File: src/rtl/sbit_oneshot_conditioner_pkg.sv
// Shared widths and helpers for the S-bit one-shot conditioner.
// Saturating increment is used by the slow-control monitoring counters.
package sbit_oneshot_conditioner_pkg;

    localparam int unsigned MXSBITS       = 64;
    localparam int unsigned DEADTIME_BITS = 4;
    localparam int unsigned HIT_CNT_BITS  = 16;
    localparam int unsigned LOST_CNT_BITS = 8;

    // Saturating +1 for a counter of width w (1..31) held in the low bits of v.
    function automatic logic [31:0] sat_inc(input logic [31:0] v, input int unsigned w);
        logic [31:0] max_val;
        max_val = (32'd1 << w) - 32'd1;
        if (v >= max_val) begin
            return max_val;
        end
        return v + 32'd1;
    endfunction

endpackage

File: src/rtl/sbit_oneshot_conditioner_if.sv
// Bus between the frame aligner side and the conditioner: raw S-bits and
// controls in, conditioned S-bits and monitoring out.
interface sbit_oneshot_conditioner_if;
    import sbit_oneshot_conditioner_pkg::*;

    logic [MXSBITS-1:0]       sbits_i;
    logic                     aligned_i;
    logic                     unstable_i;
    logic [MXSBITS-1:0]       mask_i;
    logic [DEADTIME_BITS-1:0] deadtime_i;
    logic                     cnt_reset_i;

    logic [MXSBITS-1:0]       sbits_o;
    logic                     active_o;
    logic [HIT_CNT_BITS-1:0]  hit_cnt_o;
    logic [LOST_CNT_BITS-1:0] lost_cnt_o;
    logic                     unstable_o;

    modport master (
        output sbits_i, aligned_i, unstable_i, mask_i, deadtime_i, cnt_reset_i,
        input  sbits_o, active_o, hit_cnt_o, lost_cnt_o, unstable_o
    );

    modport slave (
        input  sbits_i, aligned_i, unstable_i, mask_i, deadtime_i, cnt_reset_i,
        output sbits_o, active_o, hit_cnt_o, lost_cnt_o, unstable_o
    );

endinterface

File: src/rtl/sbit_oneshot_conditioner_oneshot.sv
// Single-channel retrigger one-shot: fires on an eligible hit, then holds off
// for a programmable number of BX. Cleared whenever the link is unaligned.
module sbit_oneshot
    import sbit_oneshot_conditioner_pkg::*;
(
    input  logic                     clock,
    input  logic                     reset,
    input  logic                     sbit,
    input  logic                     mask,
    input  logic                     aligned,
    input  logic [DEADTIME_BITS-1:0] deadtime,
    output logic                     fire,
    output logic                     fire_c
);

    logic [DEADTIME_BITS-1:0] dt_q;
    logic [DEADTIME_BITS-1:0] dt_next;

    // Next fire/holdoff; mask only blocks the fire, a running holdoff keeps counting.
    always_comb begin
        dt_next = dt_q;
        fire_c  = 1'b0;
        if (!aligned) begin
            dt_next = '0;
        end else if (dt_q != '0) begin
            dt_next = dt_q - DEADTIME_BITS'(1);
        end else if (sbit && !mask) begin
            fire_c  = 1'b1;
            dt_next = deadtime;
        end
    end

    always_ff @(posedge clock) begin
        if (reset) begin
            dt_q <= '0;
            fire <= 1'b0;
        end else begin
            dt_q <= dt_next;
            fire <= fire_c;
        end
    end

endmodule

File: src/rtl/sbit_oneshot_conditioner.sv
// Per-VFAT S-bit conditioner: mask, per-channel one-shot and alignment gating,
// plus saturating hit/alignment-loss counters for slow control.
module sbit_oneshot_conditioner
    import sbit_oneshot_conditioner_pkg::*;
(
    input  logic                        clock,
    input  logic                        reset,
    sbit_oneshot_conditioner_if.slave   bus
);

    logic [MXSBITS-1:0]       sbits_q;
    logic [MXSBITS-1:0]       fire_c;
    logic                     active_q;
    logic [HIT_CNT_BITS-1:0]  hit_cnt_q;
    logic [LOST_CNT_BITS-1:0] lost_cnt_q;
    logic                     aligned_d_q;
    logic                     unstable_q;

    for (genvar g = 0; g < MXSBITS; g++) begin : g_ch
        sbit_oneshot u_oneshot (
            .clock    (clock),
            .reset    (reset),
            .sbit     (bus.sbits_i[g]),
            .mask     (bus.mask_i[g]),
            .aligned  (bus.aligned_i),
            .deadtime (bus.deadtime_i),
            .fire     (sbits_q[g]),
            .fire_c   (fire_c[g])
        );
    end

    // active is registered from the next-state fires so it lines up with sbits_o.
    always_ff @(posedge clock) begin
        if (reset) begin
            active_q    <= 1'b0;
            hit_cnt_q   <= '0;
            lost_cnt_q  <= '0;
            aligned_d_q <= 1'b0;
            unstable_q  <= 1'b0;
        end else begin
            active_q    <= |fire_c;
            aligned_d_q <= bus.aligned_i;
            unstable_q  <= bus.unstable_i;
            if (bus.cnt_reset_i) begin
                hit_cnt_q  <= '0;
                lost_cnt_q <= '0;
            end else begin
                if (|fire_c) begin
                    hit_cnt_q <= HIT_CNT_BITS'(sat_inc(32'(hit_cnt_q), HIT_CNT_BITS));
                end
                if (aligned_d_q && !bus.aligned_i) begin
                    lost_cnt_q <= LOST_CNT_BITS'(sat_inc(32'(lost_cnt_q), LOST_CNT_BITS));
                end
            end
        end
    end

    assign bus.sbits_o    = sbits_q;
    assign bus.active_o   = active_q;
    assign bus.hit_cnt_o  = hit_cnt_q;
    assign bus.lost_cnt_o = lost_cnt_q;
    assign bus.unstable_o = unstable_q;

endmodule

File: src/flat_wrapper.sv
// flat-port wrapper written by rule: the top's interface ports become plain ports
module sbit_oneshot_conditioner_flat import sbit_oneshot_conditioner_pkg::*;
  (clock, reset, bus_sbits_i, bus_aligned_i, bus_unstable_i, bus_mask_i, bus_deadtime_i, bus_cnt_reset_i, bus_sbits_o, bus_active_o, bus_hit_cnt_o, bus_lost_cnt_o, bus_unstable_o);
  sbit_oneshot_conditioner_if bus_i ();
  input  logic clock;
  input  logic reset;
  input wire logic [$bits(bus_i.sbits_i)-1:0] bus_sbits_i;
  input wire logic [$bits(bus_i.aligned_i)-1:0] bus_aligned_i;
  input wire logic [$bits(bus_i.unstable_i)-1:0] bus_unstable_i;
  input wire logic [$bits(bus_i.mask_i)-1:0] bus_mask_i;
  input wire logic [$bits(bus_i.deadtime_i)-1:0] bus_deadtime_i;
  input wire logic [$bits(bus_i.cnt_reset_i)-1:0] bus_cnt_reset_i;
  output wire logic [$bits(bus_i.sbits_o)-1:0] bus_sbits_o;
  output wire logic [$bits(bus_i.active_o)-1:0] bus_active_o;
  output wire logic [$bits(bus_i.hit_cnt_o)-1:0] bus_hit_cnt_o;
  output wire logic [$bits(bus_i.lost_cnt_o)-1:0] bus_lost_cnt_o;
  output wire logic [$bits(bus_i.unstable_o)-1:0] bus_unstable_o;
  assign bus_i.sbits_i = bus_sbits_i;
  assign bus_i.aligned_i = bus_aligned_i;
  assign bus_i.unstable_i = bus_unstable_i;
  assign bus_i.mask_i = bus_mask_i;
  assign bus_i.deadtime_i = bus_deadtime_i;
  assign bus_i.cnt_reset_i = bus_cnt_reset_i;
  assign bus_sbits_o = bus_i.sbits_o;
  assign bus_active_o = bus_i.active_o;
  assign bus_hit_cnt_o = bus_i.hit_cnt_o;
  assign bus_lost_cnt_o = bus_i.lost_cnt_o;
  assign bus_unstable_o = bus_i.unstable_o;
  sbit_oneshot_conditioner u_core (.clock(clock), .reset(reset), .bus(bus_i));
endmodule
File: config.mk
export PLATFORM = sky130hd
export DESIGN_NAME = sbit_oneshot_conditioner_flat
export DESIGN_NICKNAME = d
export VERILOG_FILES = /design/src/rtl/sbit_oneshot_conditioner_pkg.sv /design/src/rtl/sbit_oneshot_conditioner_if.sv /design/src/rtl/sbit_oneshot_conditioner_oneshot.sv /design/src/rtl/sbit_oneshot_conditioner.sv /design/src/flat_wrapper.sv
export SDC_FILE = /design/constraint.sdc
export NUM_CORES = 1
export LEC_CHECK = 0
export ABC_AREA = 1
export CAP_MARGIN = 10
export CELL_PAD_IN_SITES_DETAIL_PLACEMENT = 1
export CELL_PAD_IN_SITES_GLOBAL_PLACEMENT = 1
export CORE_ASPECT_RATIO = 1.5
export CORE_MARGIN = 8
export CORE_UTILIZATION = 44
export CTS_BUF_LIST = sky130_fd_sc_hd__clkbuf_4 sky130_fd_sc_hd__clkbuf_8 sky130_fd_sc_hd__clkbuf_16
export CTS_CLUSTER_DIAMETER = 60
export CTS_CLUSTER_SIZE = 25
export DETAILED_ROUTE_END_ITERATION = 10
export PLACE_DENSITY_LB_ADDON = 0.1
export RECOVER_POWER = 50
export SYNTH_ARGS = -nofsm -noshare
export SYNTH_HDL_FRONTEND = slang
export SYNTH_HIERARCHICAL = 1
export SYNTH_SLANG_ARGS = --single-unit
File: constraint.sdc
create_clock -name clock -period 3.59 [get_ports clock]
set_clock_uncertainty 0.1 [all_clocks]
set_input_delay 0.718 -clock clock [delete_from_list [all_inputs] [get_ports clock]]
set_output_delay 0.718 -clock clock [all_outputs]
set_load 0.01 [all_outputs]
======== After elaboration in Yosys (flattened, before gate mapping) ========
Cells that the tools add are included.
storage, ports and cells
  word-level logic and storage cells ...... 795
  register bits ........................... 347
  input bits .............................. 137
  output and inout port bits .............. 90
operators by class
  magnitude comparators ................... 2
  reduce and logical (&&, ||, !) cells .... 261
  add/subtract/negate cells ............... 66
  multiplexer cells ....................... 332
  bitwise operators ....................... 1
operator list
  operator               count
  $mux 4                 128
  $reduce_bool 4->1      64
  $sub 4x1->4 const B    64
  $mux 1                 200
  $reduce_bool 2->1      64
  $logic_and 1x1->1      65
  $logic_not 1->1        65
  $reduce_or 64->1       1
  $mux 16                2
  $add 16x1->16 const B  1
  $ge 16x16->1 const B   1
  $mux 8                 2
  $add 8x1->8 const B    1
  $ge 8x8->1 const B     1
  $reduce_or 2->1        2
  $not 1->1              1

======== Depth between registers and ports, before layout ========
Gate-level depths: netlist of run 1.
  depth in word-level cells ............... 10
  gate-level depth with buffers ........... 15
  mapped depth without buffers ............ 15

======== Hierarchy ========
The synthesis of run 1 kept the hierarchy.
by module, submodules not included
  module                    times used  area each (µm²)  sequential area each (µm²)  cells an instance
  sbit_oneshot              64          306.5            100.1                       46
  sbit_oneshot_conditioner  1           1774.2           540.5                       285

======== Worst setup path before layout of run 1 ========
No wires, ideal clock.
  path kind ............................... in2reg
  start ................................... input bus_mask_i[1]
  end ..................................... register u_core.hit_cnt_q[11], in the netlist u_core/bus.hit_cnt_o[11]
  stages .................................. 14
  data required time ...................... 3.358 ns
  slack ................................... 1.495 ns
  setup time .............................. 0.132 ns
  buffers on the path ..................... 1
  data arrival time ....................... 1.863 ns
  cells stage by stage .................... inv_1 > nand2_1 > inv_1 > nand2_4 > nor2_1 > nor2_1 > nand2_1 > nor2_1 > nand2_1 > nor2_4 > nand2_2 > buf_6 > nand2_1 > a21oi_1
on the way
  cells in the longest elaborated chain, start to end .. 6
ends and longest elaborated chain
  what                    line                                    source
  start: declaration      flat_wrapper.sv:10                      input wire logic [$bits(bus_i.mask_i)-1:0] bus_mask_i;
  $logic_not 1->1         sbit_oneshot_conditioner_oneshot.sv:27  end else if (sbit && !mask) begin
  $logic_and 1x1->1       sbit_oneshot_conditioner_oneshot.sv:27
  $mux 1                  sbit_oneshot_conditioner_oneshot.sv:27
  $mux 1                  sbit_oneshot_conditioner_oneshot.sv:25  end else if (dt_q != '0) begin
  $mux 1                  sbit_oneshot_conditioner_oneshot.sv:23  if (!aligned) begin
  net u_core.fire_c[1]    sbit_oneshot_conditioner.sv:12          logic [MXSBITS-1:0] fire_c;
  $reduce_or 64->1        sbit_oneshot_conditioner.sv:48          if (|fire_c) begin
  end signal: assignment  sbit_oneshot_conditioner.sv:49          hit_cnt_q <= HIT_CNT_BITS'(sat_inc(32'(hit_cnt_q), HIT_CNT_BITS));
  end: declaration        sbit_oneshot_conditioner.sv:14          logic [HIT_CNT_BITS-1:0] hit_cnt_q;
The timed path passes the listed nets, and every way through them passes these cells.
A chain may end at the register's enable or synchronous reset.

======== Worst setup path after layout of run 1 ========
  start ................................... input reset
  end ..................................... register u_core.lost_cnt_q[1], in the netlist u_core/bus.lost_cnt_o[1]
on the way
  cells in the longest elaborated chain, start to end .. 1
ends and longest elaborated chain
  what                              line                            source
  start: declaration                flat_wrapper.sv:6               input logic reset;
  $reduce_or 2->1 (no source line)  -
  end signal: assignment            sbit_oneshot_conditioner.sv:52  lost_cnt_q <= LOST_CNT_BITS'(sat_inc(32'(lost_cnt_q), LOST_CNT_BITS));
  end: declaration                  sbit_oneshot_conditioner.sv:15  logic [LOST_CNT_BITS-1:0] lost_cnt_q;
Every way passes these cells.

==> results.sh, run 1 <==
export IMPL_post_place_ws_ps=430
export IMPL_dieArea_um2=56100
export IMPL_syn_nets=3432
export IMPL_routedWlPerCell_um=14.9
export IMPL_setup_slack_ps=669
export IMPL_clk_latency_ps=580
export IMPL_violations="capacitance limit, slew limit"
export IMPL_cp_data_required_time_ps=3970
export IMPL_path_clk_slew_ps=70
export IMPL_gp_congestion=0.837
export IMPL_cp_slowest_cell="clkbuf_2"
export IMPL_synth_seq_area_share=0.325
export IMPL_dpl_hpwl_um=47400
export IMPL_power_total_mw=11.2
export IMPL_cts_buffer_depth=3
export IMPL_drive_gt1_frac=0.144
export IMPL_finalSetupViolations=0
export IMPL_crit_type="in -> reg"
export IMPL_drt_iter0_drc=531
export IMPL_cp_start_kind="primary input"
export IMPL_clock_sinks=347
export IMPL_die_x_um=196
export IMPL_drv_cap=1
export IMPL_synthCells=3229
export IMPL_multi_input_area_um2=11400
export IMPL_regArea_um2=6950
export IMPL_postSynthAreaPerCell_um2=6.63
export IMPL_fin_nets=3697
export IMPL_period_share=0.814
export IMPL_grt_antenna_before_repair=0
export IMPL_worstSetupEndpointType="flop"
export IMPL_start_util=0.443
export IMPL_yosys_warnings=6
export IMPL_root_buffer="clkbuf_16"
export IMPL_syn_area_um2=21400
export IMPL_htree_levels=1
export IMPL_diodes=0
export IMPL_crit_chain="clkbuf_2, nor2_1, clkinv_1, a31oi_1"
export IMPL_ctsHoldBuffers=0
export IMPL_grt_overflow_total=0
export IMPL_drc_errors=0
export IMPL_cp_max_fo=53
export IMPL_ys_types=27
export IMPL_worst_pin_slew_ps=1560
export IMPL_synthToLayoutAreaGrowth_pct=18.1
export IMPL_fmaxAchievable_ghz=0.342
export IMPL_cts_tree="done"
export IMPL_ant_nets=0
export IMPL_grt_pass1_vias=22639
export IMPL_drt_pass1_iter_count=8
export IMPL_power_density_nw_per_um2=442
export IMPL_worstPathArrival_ps=3310
export IMPL_portBuffers=226
export IMPL_rows=99
export IMPL_postCtsSetupRepairBufs=0
export IMPL_core_area_um2=48300
export IMPL_cp_slowest_stage_delay_ps=790
export IMPL_rsz0062_at_grt="no"
export IMPL_die_h_um=286
export IMPL_gr_usage_all_layers=0.215
export IMPL_slew_headroom=-0.0378
export IMPL_p_leak_nw=12.3
export IMPL_vdd_drop_max_mv=0.418
export IMPL_cts_resized=0
export IMPL_maxSlewViolCount=54
export IMPL_crit_buf_inv=2
export IMPL_tns_ps=0
export IMPL_vias=20941
export IMPL_numCtsBuffers=30
export IMPL_vias_per_cell=5.08
export IMPL_fill_cells=6474
export IMPL_cpLargestDelayFamily="buffers and inverters"
export IMPL_hold_viol=0
export IMPL_status="finished, violations left"
export IMPL_grt_max_degree=54
export IMPL_period_needed_ps=2920
export IMPL_synth_seq_cells=347
export IMPL_num_io_pins=227
export IMPL_grt_pass1_wl_um=104000
export IMPL_wl_um=61600
export IMPL_min_path_type="reg -> reg"
[state kept, by name (all words and copies together) (netlist names)]
signal and count:
u_core/aligned_d_q 1, u_core/g_ch.u_oneshot/dt_q 256, u_core/g_ch.u_oneshot/fire 64, u_core/bus.active_o 1
u_core/bus.hit_cnt_o 16, u_core/bus.unstable_o 1, u_core/bus.lost_cnt_o 8
[power by group]
group	switching [mW]	total, mW	internal [mW]	leakage [nW]
combinational	2.09	3.30	1.21	9.00
sequential	0.226	4.35	4.13	2.82
clock	1.74	3.52	1.78	0.518
[path summary, 6_finish.rpt]
| check | slack, ps | to | cells past startpoint | start |
|---|---|---|---|---|
| max reg2reg | 1050 | u_core/bus.hit_cnt_o[14]$_SDFFE_PP0P_ | 15 | u_core/g_ch[0].u_oneshot/dt_q[0]$_SDFFE_PP0P_ |
| min reg2reg | 380 | u_core/g_ch[35].u_oneshot/dt_q[1]$_SDFFE_PP0P_ | 2 | u_core/g_ch[35].u_oneshot/dt_q[1]$_SDFFE_PP0P_ |
| min | 380 | u_core/g_ch[35].u_oneshot/dt_q[1]$_SDFFE_PP0P_ | 2 | u_core/g_ch[35].u_oneshot/dt_q[1]$_SDFFE_PP0P_ |
| max | 670 | u_core/bus.lost_cnt_o[1]$_SDFFE_PP0P_ | 4 | reset |
[cell families after synthesis]
logic type	Yosys count	synth area share
and+or+nand+nor	1730	0.422
buffers and inverters	732	0.130
AOI/OAI and AO/OA	345	0.0809
adders and majority gates	66	0.0386
DFF	347	0.325
xor gates and xnor gates	9	0.00368
[placed cells by master, fill, tap and decap left out, types with 2 or more instances in the layout]
cell / netlist / routed
nand2_2: 194 / 193
clkinv_2: 0 / 3
nor3_1: 65 / 65
buf_12: 0 / 5
dfxtp_1: 347 / 347
nor2_4: 69 / 30
nand4_1: 72 / 72
nand3b_1: 2 / 2
inv_1: 598 / 625
clkinv_8: 0 / 3
clkinvlp_4: 0 / 2
xnor2_1: 3 / 3
inv_2: 128 / 78
clkinv_1: 1 / 24
o21ai_1: 64 / 31
or2_0: 64 / 64
nand2_4: 64 / 64
buf_4: 1 / 11
inv_12: 0 / 2
nand3_1: 352 / 352
a31oi_1: 3 / 3
inv_8: 0 / 6
xor2_1: 6 / 6
nand2_1: 466 / 467
nor2_1: 312 / 352
clkbuf_16: 0 / 31
o21ai_0: 132 / 165
a21oi_1: 146 / 146
clkinv_4: 0 / 2
clkdlybuf4s50_1: 0 / 220
ha_1: 66 / 66
inv_6: 0 / 4
nor2_2: 68 / 67
[worst register-to-register path, stage by stage, from the launching register on]
cell     delay [ps]
dfxtp_1         360
inv_1            70
ha_1            270
nand2_2         120
inv_2            60
nand2_4          50
nor2_1           40
nor2_1          180
nand2_1          80
nor2_1          200
nand2_1         180
nor2_4          240
nand2_2         240
nand2_1         160
nor2_1           60
nor2_1           80
[layout make-up]
cell class / instances / area share
multi-input combinational: 2150 / 0.450
timing repair buffer: 238 / 0.0948
inverter: 727 / 0.108
clock inverter: 23 / 0.0104
tap: 606 / 0.0300
sequential: 347 / 0.275
clock buffer: 33 / 0.0316
[synth_stat cells, drive strengths merged]
cell type,number,area [um^2]
clkinv,1,3.75
xor2,6,52.6
nor2,449,2370
buf,4,41.3
nor3,65,325
nand3b,2,15.0
dfxtp,347,6950
ha,66,826
a21oi,146,731
inv,726,2730
xnor2,3,26.3
o21ai,196,981
a31oi,3,18.8
nand3,352,1760
clkbuf,1,3.75
or2,65,407
nand2,724,3680
nand4,73,472
[routing by layer]
| metal | track usage | vias up | wire (um) |
|---|---|---|---|
| met5 | 0 | - | 0 |
| met4 | 0.0625 | 0 | 1580 |
| met3 | 0.0246 | 93 | 1640 |
| met2 | 0.432 | 256 | 33300 |
| met1 | 0.230 | 10007 | 25000 |
| li1 | - | 10585 | - |
[through the flow]
| step | hold WS [ps] | util | instance area [um^2] | cells |
|---|---|---|---|---|
| after global placement | 367 | 0.507 | 24500 | 4068 |
| after CTS | 385 | 0.529 | 25600 | 4124 |
| final | 382 | 0.523 | 25300 | 4124 |
| after global routing | 407 | 0.523 | 25300 | 4124 |
| after floorplan | 358 | - | 21400 | 3229 |
| after detailed placement | 374 | 0.507 | 24500 | 4068 |
No activity file was read; power rests on OpenSTA's default activity.
==> run 2, diff against run 1 <==
- CORE_UTILIZATION: 44 -> 37
- clock period: 3.59 -> 2.6 ns (I/O delays scaled with it)
==> run 2 against run 1 <==
Compared with the run above: the run now ends clean; critical path depth is 10 higher; sequential power is 38% higher; sequential share of layout area is 1.4 points lower; power is 46% higher; setup slack worse by 450 ps; clock power is 55% higher; combinational power is 45% higher; final cell count is 7.1% higher; cell area is 5.5% higher; critical endpoint is now u_core/bus.hit_cnt_o[11]$_SDFFE_PP0P_.
==> results.sh, run 2 (synthesized netlist as in run 1, its figures left out) <==
export IMPL_finalSetupViolations=0
export IMPL_cts_resized=0
export IMPL_die_x_um=212
export IMPL_cp_data_required_time_ps=2980
export IMPL_drt_met1_wl_um=26100
export IMPL_largest_reg_flops=256
export IMPL_gr_usage_all_layers=0.192
export IMPL_htree_levels=2
export IMPL_start_util=0.372
export IMPL_ant_nets=0
export IMPL_hold_slack_ps=377
export IMPL_wl_um=64000
export IMPL_crit_chain="inv_1, ha_1, nand2_2, inv_2, nand2_4, nor2_1, nor2_1, nand2_1, nor2_1, nand2_1, nor2_4, buf_6, nand3_1, a21oi_1"
export IMPL_diodes=0
export IMPL_postCtsSetupRepairBufs=0
export IMPL_hold_viol=0
export IMPL_num_io_pins=227
export IMPL_cts_tree="done"
export IMPL_ctsHoldBuffers=0
export IMPL_min_path_type="in -> reg"
export IMPL_gp_congestion=0.841
export IMPL_cp_slowest_cell="dfxtp_1"
export IMPL_vdd_drop_max_mv=0.381
export IMPL_worst_pin_slew_ps=1190
export IMPL_p_leak_nw=13.0
export IMPL_path_clk_slew_ps=70
export IMPL_drive_gt1_frac=0.175
export IMPL_topRoutingLayerUsed="met4"
export IMPL_crit_buf_inv=3
export IMPL_rows=108
export IMPL_root_buffer="clkbuf_16"
export IMPL_final_common_cell="inv_1"
export IMPL_drt_iter0_drc=575
export IMPL_fmaxAchievable_ghz=0.420
export IMPL_period_share=0.915
export IMPL_clk_latency_ps=550
export IMPL_die_h_um=310
export IMPL_grt_max_degree=65
export IMPL_core_area_um2=57600
export IMPL_dieArea_um2=65900
export IMPL_cp_slowest_stage_delay_ps=350
export IMPL_rsz0062_at_grt="no"
export IMPL_status="finished, final reports clean"
export IMPL_numCtsBuffers=36
export IMPL_drt_pass1_iter_count=4
export IMPL_clock_sinks=347
export IMPL_maxSlewViolCount=0
export IMPL_grt_antenna_before_repair=0
export IMPL_slew_headroom=0.210
export IMPL_crit_type="reg -> reg"
export IMPL_synthToLayoutAreaGrowth_pct=24.6
export IMPL_cp_common_cell="nor2_1"
export IMPL_worstSetupEndpointType="flop"
export IMPL_dr_wl_met3_um=2090
export IMPL_cpLargestDelayFamily="simple AND/OR/NAND/NOR gates"
export IMPL_period_needed_ps=2380
export IMPL_drv_cap=0
export IMPL_dpl_hpwl_um=48800
export IMPL_fin_nets=3824
export IMPL_cp_start_kind="flop"
export IMPL_power_total_mw=16.3
export IMPL_portBuffers=226
export IMPL_grt_overflow_total=0
export IMPL_cts_buffer_depth=3
export IMPL_routedWlPerCell_um=14.5
export IMPL_worstPathArrival_ps=2760
export IMPL_vias=21316
export IMPL_final_cell_mix="inv_1, nand2_1, nand3_1"
export IMPL_drc_errors=0
export IMPL_largest_register="u_core/g_ch.u_oneshot/dt_q"
export IMPL_vias_per_cell=4.83
export IMPL_grt_pass1_wl_um=106000
export IMPL_grt_pass1_vias=22665
export IMPL_dr_wl_met2_um=34200
export IMPL_power_density_nw_per_um2=610
export IMPL_cp_max_fo=10
-- run 2: changes by cell type in the layout (fill, tap and decap cells not counted), sizes merged --
cell	before	now
buf	16	137
clkbuf	35	42
bufinv	1	2
inv	715	708
clkinvlp	2	4
clkinv	32	36
-- run 2: per-layer routing --
layer,GRT usage,vias to the layer above
li1,-,10860
met1,0.205,10085
met2,0.382,269
met3,0.0271,102
met4,0.0573,0
met5,0,-
-- run 2: layout make-up --
cell class,instances,area (um^2)
well taps,770,963
inverters,727,2730
clock buffers,40,955
clock inverters,23,255
fillers,7525,30900
repair buffers,359,3370
multi-input cells,2150,11400
flip-flops and latches,347,6950
-- run 2: worst register-to-register path, stage by stage (launching register included) --
cell and delay, ps:
dfxtp_1 350, inv_1 60, ha_1 260, nand2_2 120, inv_2 60, nand2_4 50
nor2_1 40, nor2_1 220, nand2_1 140, nor2_1 110, nand2_1 120, nor2_4 220
buf_6 180, nand3_1 100, a21oi_1 160
-- run 2: where the power goes --
group,internal [mW],switching (mW),total (mW)
registers,5.70,0.311,6.01
logic,1.85,2.93,4.78
clock network,2.96,2.52,5.47
-- run 2: path summary, 6_finish.rpt --
path	slack (ps)	cells past startpoint	startpoint	end
setup / recovery	220	14	u_core/g_ch[31].u_oneshot/dt_q[0]$_SDFFE_PP0P_	u_core/bus.hit_cnt_o[11]$_SDFFE_PP0P_
hold / removal	380	3	bus_deadtime_i[3]	u_core/g_ch[20].u_oneshot/dt_q[3]$_SDFFE_PP0P_
setup reg to reg	220	14	u_core/g_ch[31].u_oneshot/dt_q[0]$_SDFFE_PP0P_	u_core/bus.hit_cnt_o[11]$_SDFFE_PP0P_
hold reg to reg	380	2	u_core/g_ch[24].u_oneshot/dt_q[1]$_SDFFE_PP0P_	u_core/g_ch[24].u_oneshot/dt_q[1]$_SDFFE_PP0P_
-- run 2: through the flow --
step	util	TNS, ps	setup slack, ps	area (um^2)	instances
after floorplan	-	0	660	21400	3229
after global placement	0.446	-3920	-270	25700	4353
after detailed placement	0.446	-4310	-294	25700	4353
after CTS	0.467	0	64.2	26900	4416
after global routing	0.463	0	14.9	26700	4416
final	0.463	0	221	26700	4416
